[config.mk]
export PLATFORM = sky130hd
export DESIGN_NAME = mips_reg_write_arbiter
export DESIGN_NICKNAME = d
export VERILOG_FILES = /design/src/rtl/mips_reg_write_arbiter.sv
export SDC_FILE = /design/constraint.sdc
export NUM_CORES = 1
export LEC_CHECK = 0
export CAP_MARGIN = 40
export CORE_MARGIN = 2
export CORE_UTILIZATION = 40
export CTS_BUF_LIST = sky130_fd_sc_hd__clkbuf_8
export DETAILED_ROUTE_END_ITERATION = 6
export PLACE_DENSITY = 0.82
export SETUP_SLACK_MARGIN = 0.5
export SYNTH_ARGS = -nofsm -noshare
export SYNTH_HDL_FRONTEND = slang
export SYNTH_SLANG_ARGS = --single-unit
export TNS_END_PERCENT = 5
[constraint.sdc]
create_clock -name CLK -period 2.99 [get_ports CLK]
set_input_delay 0.598 -clock CLK [delete_from_list [all_inputs] [get_ports CLK]]
set_output_delay 0.598 -clock CLK [all_outputs]
set_load 0.02 [all_outputs]
[src/rtl/mips_reg_write_arbiter.sv]
// mips_reg_write_arbiter
//
// Shares the single register-file write port among NREQ writeback sources
// (ALU writeback, load writeback, mult/div result, ...). A requester may hold
// the port across several beats with req_lock so a multi-beat write is never
// interleaved with another source. Accepted beats pass through one register
// stage before they reach the register file.
//
// Optional build macro:
//   MIPS_WRARB_FIXED_PRIO_EN - ARB state uses fixed priority (lowest index
//                              wins) and the round-robin pointer is removed.
//                              Without it, ARB scans round-robin from rr_ptr.
//
// Parameters:
//   NREQ      number of requesters (2..8)
//   MAX_LOCK  idle cycles tolerated in LOCKED before the lock is dropped (1..255)
//
// Ports:
//   CLK           clock, rising edge
//   rst           asynchronous reset, active low
//   hold          pipeline hold, blocks every grant while 1
//   req_valid     per-requester write pending
//   req_lock      per-requester "keep the port after this beat"
//   req_addr      5-bit destination register per requester (bits 5i+4:5i)
//   req_data      32-bit write data per requester (bits 32i+31:32i)
//   req_ready     one-hot combinational grant
//   RegWrite      register-file write enable (one cycle after acceptance)
//   WriteAddress  register-file write address
//   DataIn        register-file write data
//   locked        1 while the arbiter is held by a locking requester

module mips_reg_write_arbiter #(
    parameter int NREQ     = 3,
    parameter int MAX_LOCK = 8
) (
    input  logic                 CLK,
    input  logic                 rst,
    input  logic                 hold,
    input  logic [NREQ-1:0]      req_valid,
    input  logic [NREQ-1:0]      req_lock,
    input  logic [5*NREQ-1:0]    req_addr,
    input  logic [32*NREQ-1:0]   req_data,
    output logic [NREQ-1:0]      req_ready,
    output logic                 RegWrite,
    output logic [4:0]           WriteAddress,
    output logic [31:0]          DataIn,
    output logic                 locked
);

    localparam int              IDXW     = (NREQ > 1) ? $clog2(NREQ) : 1;
    localparam logic [IDXW-1:0] LAST_IDX = IDXW'(NREQ - 1);
    // Value of lock_cnt whose increment would reach MAX_LOCK.
    localparam logic [7:0]      LOCK_LIMIT = 8'(MAX_LOCK - 1);

    typedef enum logic {
        ARB,
        LOCKED
    } state_t;

    state_t          state;
    state_t          state_next;
    logic [IDXW-1:0] owner;
    logic [IDXW-1:0] owner_next;
    logic [7:0]      lock_cnt;
    logic [7:0]      lock_cnt_next;
`ifndef MIPS_WRARB_FIXED_PRIO_EN
    logic [IDXW-1:0] rr_ptr;
    logic [IDXW-1:0] rr_ptr_next;
`endif

    logic            grant_any;
    logic [IDXW-1:0] grant_idx;
    logic            sel_lock;
    logic [4:0]      sel_addr;
    logic [31:0]     sel_data;

    function automatic logic [IDXW-1:0] wrap_inc(input logic [IDXW-1:0] i);
        return (i == LAST_IDX) ? '0 : i + 1'b1;
    endfunction

    // State register.
    always_ff @(posedge CLK or negedge rst) begin
        if (!rst) begin
            state    <= ARB;
            owner    <= '0;
            lock_cnt <= '0;
`ifndef MIPS_WRARB_FIXED_PRIO_EN
            rr_ptr   <= '0;
`endif
        end else begin
            state    <= state_next;
            owner    <= owner_next;
            lock_cnt <= lock_cnt_next;
`ifndef MIPS_WRARB_FIXED_PRIO_EN
            rr_ptr   <= rr_ptr_next;
`endif
        end
    end

    // Output logic: grant selection and status. Gating with rst keeps
    // req_ready low for the whole reset window, so no beat can be taken then.
    always_comb begin
        int idx;
        idx       = 0;
        grant_any = 1'b0;
        grant_idx = '0;
        req_ready = '0;
        locked    = (state == LOCKED);
        if (rst && !hold) begin
            if (state == LOCKED) begin
                if (req_valid[owner]) begin
                    grant_any = 1'b1;
                    grant_idx = owner;
                end
            end else begin
`ifdef MIPS_WRARB_FIXED_PRIO_EN
                // Descending scan so the lowest valid index is kept last.
                for (int i = NREQ - 1; i >= 0; i--) begin
                    if (req_valid[i]) begin
                        grant_any = 1'b1;
                        grant_idx = IDXW'(i);
                    end
                end
`else
                // Descending offset scan so the requester closest to rr_ptr wins.
                for (int k = NREQ - 1; k >= 0; k--) begin
                    idx = int'(rr_ptr) + k;
                    if (idx >= NREQ) begin
                        idx = idx - NREQ;
                    end
                    if (req_valid[idx]) begin
                        grant_any = 1'b1;
                        grant_idx = IDXW'(idx);
                    end
                end
`endif
            end
            if (grant_any) begin
                req_ready[grant_idx] = 1'b1;
            end
        end
    end

    // Mux the granted requester's lock flag, address and data.
    always_comb begin
        sel_lock = 1'b0;
        sel_addr = '0;
        sel_data = '0;
        for (int i = 0; i < NREQ; i++) begin
            if (grant_idx == IDXW'(i)) begin
                sel_lock = req_lock[i];
                sel_addr = req_addr[i*5 +: 5];
                sel_data = req_data[i*32 +: 32];
            end
        end
    end

    // Next-state logic. In LOCKED an idle cycle whose count would reach
    // MAX_LOCK releases the lock; that cycle has no grant by definition.
    always_comb begin
        state_next    = state;
        owner_next    = owner;
        lock_cnt_next = lock_cnt;
`ifndef MIPS_WRARB_FIXED_PRIO_EN
        rr_ptr_next   = rr_ptr;
`endif
        case (state)
            ARB: begin
                if (grant_any) begin
                    if (sel_lock) begin
                        owner_next    = grant_idx;
                        lock_cnt_next = '0;
                        state_next    = LOCKED;
                    end else begin
`ifndef MIPS_WRARB_FIXED_PRIO_EN
                        rr_ptr_next = wrap_inc(grant_idx);
`endif
                    end
                end
            end
            LOCKED: begin
                if (grant_any) begin
                    if (sel_lock) begin
                        lock_cnt_next = '0;
                    end else begin
                        state_next    = ARB;
                        lock_cnt_next = '0;
`ifndef MIPS_WRARB_FIXED_PRIO_EN
                        rr_ptr_next   = wrap_inc(owner);
`endif
                    end
                end else if (lock_cnt >= LOCK_LIMIT) begin
                    state_next    = ARB;
                    lock_cnt_next = '0;
`ifndef MIPS_WRARB_FIXED_PRIO_EN
                    rr_ptr_next   = wrap_inc(owner);
`endif
                end else begin
                    lock_cnt_next = lock_cnt + 8'd1;
                end
            end
            default: begin
                state_next = ARB;
            end
        endcase
    end

    // Writeback register stage. Register 0 is hardwired, so a beat aimed at
    // it is consumed but never enables the write.
    always_ff @(posedge CLK or negedge rst) begin
        if (!rst) begin
            RegWrite     <= 1'b0;
            WriteAddress <= '0;
            DataIn       <= '0;
        end else if (grant_any) begin
            RegWrite     <= (sel_addr != 5'd0);
            WriteAddress <= sel_addr;
            DataIn       <= sel_data;
        end else begin
            RegWrite     <= 1'b0;
        end
    end

endmodule
==> results of run 1 <==
worst reg2reg max path: stages (launching register included):
cell,delay [ns]
dfrtp_1,0.40
inv_2,0.08
ha_4,0.15
buf_6,0.10
and3b_2,0.21
a211oi_4,0.28
a211o_4,0.20
inv_4,0.04
buf_6,0.11
or3b_4,0.40
a21oi_4,0.17
and2_4,0.17
mux2_4,0.29
area by class of cell:
| type | count | area [µm²] |
|---|---|---|
| Inverter | 13 | 51.30 |
| Timing Repair Buffer | 199 | 1918 |
| Sequential cell | 51 | 1277 |
| Multi-Input combinational cell | 246 | 1692 |
| Clock inverter | 3 | 46.29 |
| Clock buffer | 5 | 68.82 |
| Tap cell | 99 | 123.9 |
| Fill cell | 561 | 2037 |
state kept, by name, summed over array words and instances, names as in the netlist:
register and flops:
DataIn 32, lock_cnt 8, WriteAddress 5, owner 2
rr_ptr 2, RegWrite 1, locked 1
metal layers:
metal	vias up	part of all wire, %	global-route usage, %
met5	-	0	0
met4	0	0.56	2.949
met3	6	5.8	5.197
met2	117	51	41.60
met1	1525	42	29.26
li1	1577	-	-
cell families (layout without fill, tap and decap cells):
family | Yosys count | after routing | synth area share (%)
simple gates | 126 | 126 | 19.26
mux | 12 | 12 | 4.499
fa+ha+maj | 4 | 4 | 1.682
buf+inv | 36 | 220 | 5.088
flops | 51 | 51 | 42.89
compound gates | 104 | 104 | 26.58
cells in the final DEF, fill, tap and decap left out, drive strengths merged, types with 2 or more instances in the layout:
master,n
a22o,2
a31oi,33
o31ai,2
a21o,2
or2,4
nand2,50
dfrtp,51
nor2,42
a31o,2
dlygate4sd2,3
clkdlybuf4s50,154
and3,2
and2,3
mux2i,4
nand3b,2
ha,4
and3b,2
o221ai,2
or3,2
nor3,3
inv,14
a32oi,3
nand3,5
buf,42
nor2b,2
o21ai,7
a21oi,4
clkbuf,5
mux2,8
a22oi,36
nand2b,4
o211ai,3
repair_timing:
action,CTS,global route
resized for setup,26,21
setup buffers,6,5
endpoints found under the setup margin,54,54
hold buffers,0,0
pin swaps,8,10
cell usage after synthesis, types with 2 or more instances:
library cell	number
a21o_1	2
a21oi_1	3
a22o_1	2
a22oi_1	36
a31o_2	2
a31oi_1	32
a32oi_1	2
and2_1	2
and3_1	2
and3b_1	2
buf_2	10
clkbuf_1	12
dfrtp_1	51
ha_1	4
inv_1	12
mux2_1	3
mux2_2	4
mux2i_1	4
nand2_1	50
nand2b_1	4
nand3_1	4
nand3b_1	2
nor2_1	42
nor2b_1	2
nor3_1	3
o211ai_1	3
o21ai_0	7
o221ai_1	2
or2_2	4
or3_1	2
final timing paths:
path	startpoint	end	slack, ns	depth (start not counted)
worst max-delay path	rr_ptr[0]	req_ready[1]	0.27	8
worst min-delay path	rst	DataIn[19]	0.26	2
worst max register to register	rr_ptr[0]	owner[0]	0.28	12
worst min register to register	WriteAddress[1]	WriteAddress[1]	0.49	2
max in group asynchronous	rst	rr_ptr[1]	2.22	2
min in group CLK	WriteAddress[1]	WriteAddress[1]	0.49	2
power by group through the flow:
stage / combinational [mW] / clock, mW / sequential (mW)
final: 2.85 / 0.489 / 1.16
after global routing: 3.08 / 0.528 / 1.20
after CTS: 2.73 / 0.500 / 1.16
after detailed placement: 2.65 / 0 / 1.17
after global placement: 2.61 / 0 / 1.16
after floorplan: 1.23 / 0 / 1.48
==> qor.yml, run 1 <==
clocking:
  clock_latency_ns: 0.30
  cts.sinks: 51
  clk_path_buf_depth: 2
  cts_tree: "yes"
  clock-root-buffer: "clkbuf_8"
  htree_levels: 2
  clk_pin_slew_ns: 0.10
  cts-buffers-inserted: 5
layout:
  n_antenna_cell: 0
  nets: 640
  final_area_um2: 5177
  stdcell_count: 616
  utilization_pct: 71.77
  area_growth_pct: 74.01
  drive_above_1_share_pct: 17.60
worst_hold_path:
  holdCritPathClass: "input port to async pin"
placed_design:
  port_buffers: 161
  place.gp.congestion: 0.9095
  post_dp_cell_area_um2: 4877
  dp_slack_ns: -0.2728
  hpwl_um: 7394
  place_inst: 597
critical_path:
  cp_num_buf_inv: 3
  worst_path_dominant_cell_family: "compound AO/OA/AOI/OAI gates"
  start_kind: "flop"
  path_class: "flop to primary output"
  slowest_delay_ns: 0.40
  critPathMaxFanout: 6
  path_common_cell: "buf_4"
  end_kind: "primary output"
  cp_data_required_time_ns: 2.39
  cp_slowest_cell: "dfrtp_1"
  crit_chain: "buf_4, ha_4, buf_4, nand2_1, a32oi_4, o31ai_4, and3_4, buf_6"
  cp_data_arrival_time_ns: 2.12
outcome:
  status: "completed"
sta:
  worst_slack_ns: 0.2722
  maxSlewViolCount: 0
  relSlewSlack_pct: 66.54
  fin_crit_ns: 2.718
  rsz0062_at_grt: "yes"
  period_share_pct: 90.90
  whs_ns: 0.2621
  clock_skew_ns: 0.008271
  finalSetupViolCount: 0
  worst_pin_slew_ns: 0.5019
  finalSetupTns_ns: 0
  hold_violations: 0
  fmax_mhz: 367.9
route:
  drt_iter0_markers: 184
  viasPerCell: 5.235
  drt-total-wl_um: 9604
  drtPass1Iterations: 4
  drc: 0
  wl_per_cell_um: 15.59
  routed-via-count: 3225
  antenna_left: 0
logic_synthesis:
  yosysTopAreaCell: "dfrtp_1"
  avgSynthCellArea_um2: 8.935
  synth_top_area_share_pct: 42.89
  yosysWarnings: 0
  ys_types: 53
  ys_ff_latch: 51
  synth_edf_count: 0
  synthArstFlopShare_pct: 100.0
  seq_area_frac_synth_pct: 42.89
  syn-num-nets: 457
  ys.flop_type: "dfrtp_1"
  synth_area_um2: 2975
  synthTopCellsByArea: "dfrtp_1, a22oi_1, a31oi_1"
  synthCells: 333
flow_run:
  cap_violations: 0
pwr:
  leakagePower_nw: 2.128
  seqPwrFrac_pct: 25.8
  powerDensity_nw_per_um2: 869.5
  netSwitchingPower_mw: 1.864
  pwr-share-clk_pct: 10.9
  sw_frac_of_total_pct: 41.40
  p_int_mw: 2.638
  power_mw: 4.502
  combPwrFrac_pct: 63.3
  vdd_ir_drop_max_mv: 0.4272
die:
  die_h_um: 90.25
  die-area_um2: 8144
  row_count: 31
  ios: 162
  die_w_um: 90.25
  coreArea_um2: 7214
  initial_core_util_pct: 41.24
grt:
  grt_pass1_wl_um: 15460
  grt_pass1_vias: 3131
  antenna_found_initial: 0
  grt_max_degree: 40
  grt_usage_pct: 23.16
  grt-ovfl-total: 0
(Power assumes the default switching activity.)
==> inputs of run 2 (changes only) <==
--- a/config.mk
+++ b/config.mk
@@ -7,10 +7,9 @@
 export LEC_CHECK = 0
 export CAP_MARGIN = 40
 export CORE_MARGIN = 2
-export CORE_UTILIZATION = 40
+export CORE_UTILIZATION = 28
 export CTS_BUF_LIST = sky130_fd_sc_hd__clkbuf_8
 export DETAILED_ROUTE_END_ITERATION = 6
-export PLACE_DENSITY = 0.82
 export SETUP_SLACK_MARGIN = 0.5
 export SYNTH_ARGS = -nofsm -noshare
 export SYNTH_HDL_FRONTEND = slang
==> constraint.sdc (replaced) <==
create_clock -name CLK -period 2.7 [get_ports CLK]
set_input_delay 0.54 -clock CLK [delete_from_list [all_inputs] [get_ports CLK]]
set_output_delay 0.54 -clock CLK [all_outputs]
set_load 0.02 [all_outputs]
==> run 2 against run 1 <==
  * Routed wire length increased by 7.2%
  * Final cell count increased by 6.8%
  * Power increased by 16%
  * Highest routed layer unchanged
  * Register-to-register slack got worse by 0.42 ns
  * The flow now finishes with violations (negative setup slack)
  * Sequential power increased by 11%
  * Sequential share of layout area decreased by 1.1 points
  * Count of clock-buffer cells in the layout increased by 1
  * Worst setup slack got worse by 0.46 ns
  * Flip-flop and latch count unchanged
  * Final area increased by 4.7%
==> qor.yml, run 2 (synthesized netlist as in run 1, its figures left out) <==
outcome:
  status: "finished, violations left"
  violations: "negative setup slack"
sta:
  rsz0062_at_grt: "yes"
  fin_crit_ns: 2.884
  clock_skew_ns: 0.01148  # +0.003206 ns
  worst_slack_ns: -0.1844  # -0.4566 ns
  hold_violations: 0  # unchanged
  period_share_pct: 106.8
  maxSlewViolCount: 0  # unchanged
  finalSetupViolCount: 14  # +14
  fmax_mhz: 346.7
  relSlewSlack_pct: 59.57  # -7.0 points
  whs_ns: 0.1472  # -0.1149 ns
  finalSetupTns_ns: -0.8982  # -0.8982 ns
  worst_pin_slew_ns: 0.6064  # +0.1045 ns
grt:
  grt_pass1_vias: 3346  # +6.9%
  grt-busiest-layer: "met2"
  grtUsageMet1_pct: 21.72  # -7.5 points
  grt_max_degree: 48  # +20%
  grt_pass1_wl_um: 16240  # +5.0%
  globalRouteMet3Util_pct: 5.046  # -0.15 points
  grt-ovfl-total: 0  # unchanged
  grt_usage_pct: 17.88  # -5.3 points
  use_met2_pct: 31.37  # -10 points
  antenna_found_initial: 0  # unchanged
die:
  initial_core_util_pct: 28.82  # -12 points
  ios: 162  # unchanged
  row_count: 37  # +19%
  die_w_um: 107.1  # +19%
  die_h_um: 107.1  # +19%
  coreArea_um2: 10320  # +43%
  die-area_um2: 11470  # +41%
clocking:
  cts.sinks: 51  # unchanged
  clk_path_buf_depth: 2  # unchanged
  clock-root-buffer: "clkbuf_8"
  clock_latency_ns: 0.31  # about the same
  cts_tree: "yes"
  cts-buffers-inserted: 5  # unchanged
  htree_levels: 2  # unchanged
  ctsHoldBuffers: 0  # unchanged
  clk_pin_slew_ns: 0.09  # about the same
route:
  drt_iter0_markers: 107  # -42%
  drtPass1Iterations: 5  # +1
  routed-via-count: 3223  # -0.062%
  antenna_left: 0  # unchanged
  viasPerCell: 4.898  # -6.4%
  drt-total-wl_um: 10300  # +7.2%
  wl_per_cell_um: 15.65  # +0.37%
  drc: 0  # unchanged
pwr:
  netSwitchingPower_mw: 2.168  # +16%
  powerDensity_nw_per_um2: 959.6  # +10%
  seqPwrFrac_pct: 24.8  # -1.0 points
  combPwrFrac_pct: 66.1  # +2.8 points
  vdd_ir_drop_max_mv: 0.3599  # -16%
  pwr-share-clk_pct: 9.1  # -1.8 points
  p_int_mw: 3.035  # +15%
  sw_frac_of_total_pct: 41.67  # +0.27 points
  leakagePower_nw: 2.187  # +2.8%
layout:
  top_register: "DataIn"
  drive_above_1_share_pct: 22.99  # +5.4 points
  final_cell_mix: "clkdlybuf4s50_1, dfrtp_1, nand2_1, nor2_1, a31oi_1"
  n_antenna_cell: 0  # unchanged
  largest_reg_flops: 32  # unchanged
  fill_cells: 955  # +70%
  final_common_cell: "clkdlybuf4s50_1"
  area_growth_pct: 82.21
  reg_top3: "DataIn: 32 flops, lock_cnt: 8 flops, WriteAddress: 5 flops"
  nets: 645  # +0.78%
critical_path:
  start_kind: "flop"
  rr_startpoint: "rr_ptr[1]"
  r2r_cells: 13  # +1
  cp_data_arrival_time_ns: 2.34  # +0.22 ns
  critPathMaxFanout: 7  # +1
  reg2reg_to: "owner[1]"
  path_class: "flop to primary output"
  cp_data_required_time_ns: 2.16  # -0.23 ns
  ff2ff_setup_slack_ns: -0.14  # -0.42 ns
  startpoint: "rr_ptr[1]"
  critPathCapture: "req_ready[1]"
  end_kind: "primary output"
placed_design:
  hpwl_um: 7819  # +5.7%
  place.gp.congestion: 0.8447  # -7.1%
  port_buffers: 161  # unchanged
worst_hold_path:
  holdCritPathClass: "input port to async pin"
flow_run:
  cap_violations: 0  # unchanged
==> run 2: cell count changes in the layout (fill, tap and decap cells not counted), moves of 2 or more <==
cell     before  now
buf_4        34   27
o21ai_1       0    3
buf_12        2    4
nand2_1      49   45
buf_6         4   15
nand2_2       1    5
inv_2         3    1
o21ai_0       7    4
a22oi_1      34   15
a22oi_2       2   21
==> run 2: cell type report <==
type	instances	area (µm²)	share of cell area [%]
Timing Repair Buffer	204	2024	37.34
Multi-Input combinational cell	246	1798	33.16
Sequential cell	51	1276	23.54
Tap cell	136	170.2	3.139
Clock buffer	6	82.58	1.523
Inverter	13	53.80	0.9924
Clock inverter	2	16.27	0.3000
==> run 2: layer usage <==
| metal | vias up | wire length, µm |
|---|---|---|
| met3 | 11 | 809 |
| met5 | - | 0 |
| met1 | 1522 | 4367 |
| met2 | 107 | 4990 |
| met4 | 0 | 130 |
| li1 | 1583 | - |
==> run 2: power groups by stage <==
stage | Sequential (mW) | Combinational (mW) | Clock (mW)
floorplan | 1.63 | 1.36 | 0
global placement | 1.29 | 3.05 | 0
detailed placement | 1.30 | 3.07 | 0
CTS | 1.29 | 3.34 | 0.491
global route | 1.33 | 3.71 | 0.529
finish | 1.29 | 3.44 | 0.476
==> run 2: worst min-delay path by stage <==
stage	startpoint	to	slack [ns]	cells after the start
2_1_floorplan	rst	DataIn[0]	0.24	0
3_3_place_gp	rst	WriteAddress[4]	0.46	2
3_5_place_dp	rst	WriteAddress[4]	0.48	2
4_1_cts	rst	WriteAddress[4]	0.14	2
5_1_grt	rst	WriteAddress[3]	0.14	2
6_report	rst	WriteAddress[4]	0.15	2
==> run 2: stage by stage <==
stage | utilization, % | power [mW] | setup slack (ns) | std cells | instance area, µm²
floorplan | - | 2.990 | 0.06819 | 333 | 3027
detailed placement | 48.45 | 4.374 | -0.4767 | 643 | 5002
finish | 52.51 | 5.203 | -0.1844 | 658 | 5421
global placement | 48.45 | 4.335 | -0.3862 | 643 | 5002
CTS | 51.78 | 5.119 | -0.2132 | 657 | 5345
global route | 52.51 | 5.565 | -0.2770 | 658 | 5421
==> run 2: critical path, stage by stage (launching register included) <==
cell	delay, ns
dfrtp_1	0.41
buf_6	0.13
ha_4	0.29
buf_4	0.11
nand2b_1	0.09
a21boi_0	0.07
buf_4	0.14
o31ai_4	0.21
buf_6	0.18
and3_4	0.20
buf_6	0.09
buf_6	0.11
==> run 2: repair_timing <==
action	CTS	global route
buffers inserted	6	1
resized for setup	63	19
pin swaps	37	24
endpoints found under the setup margin	54	54
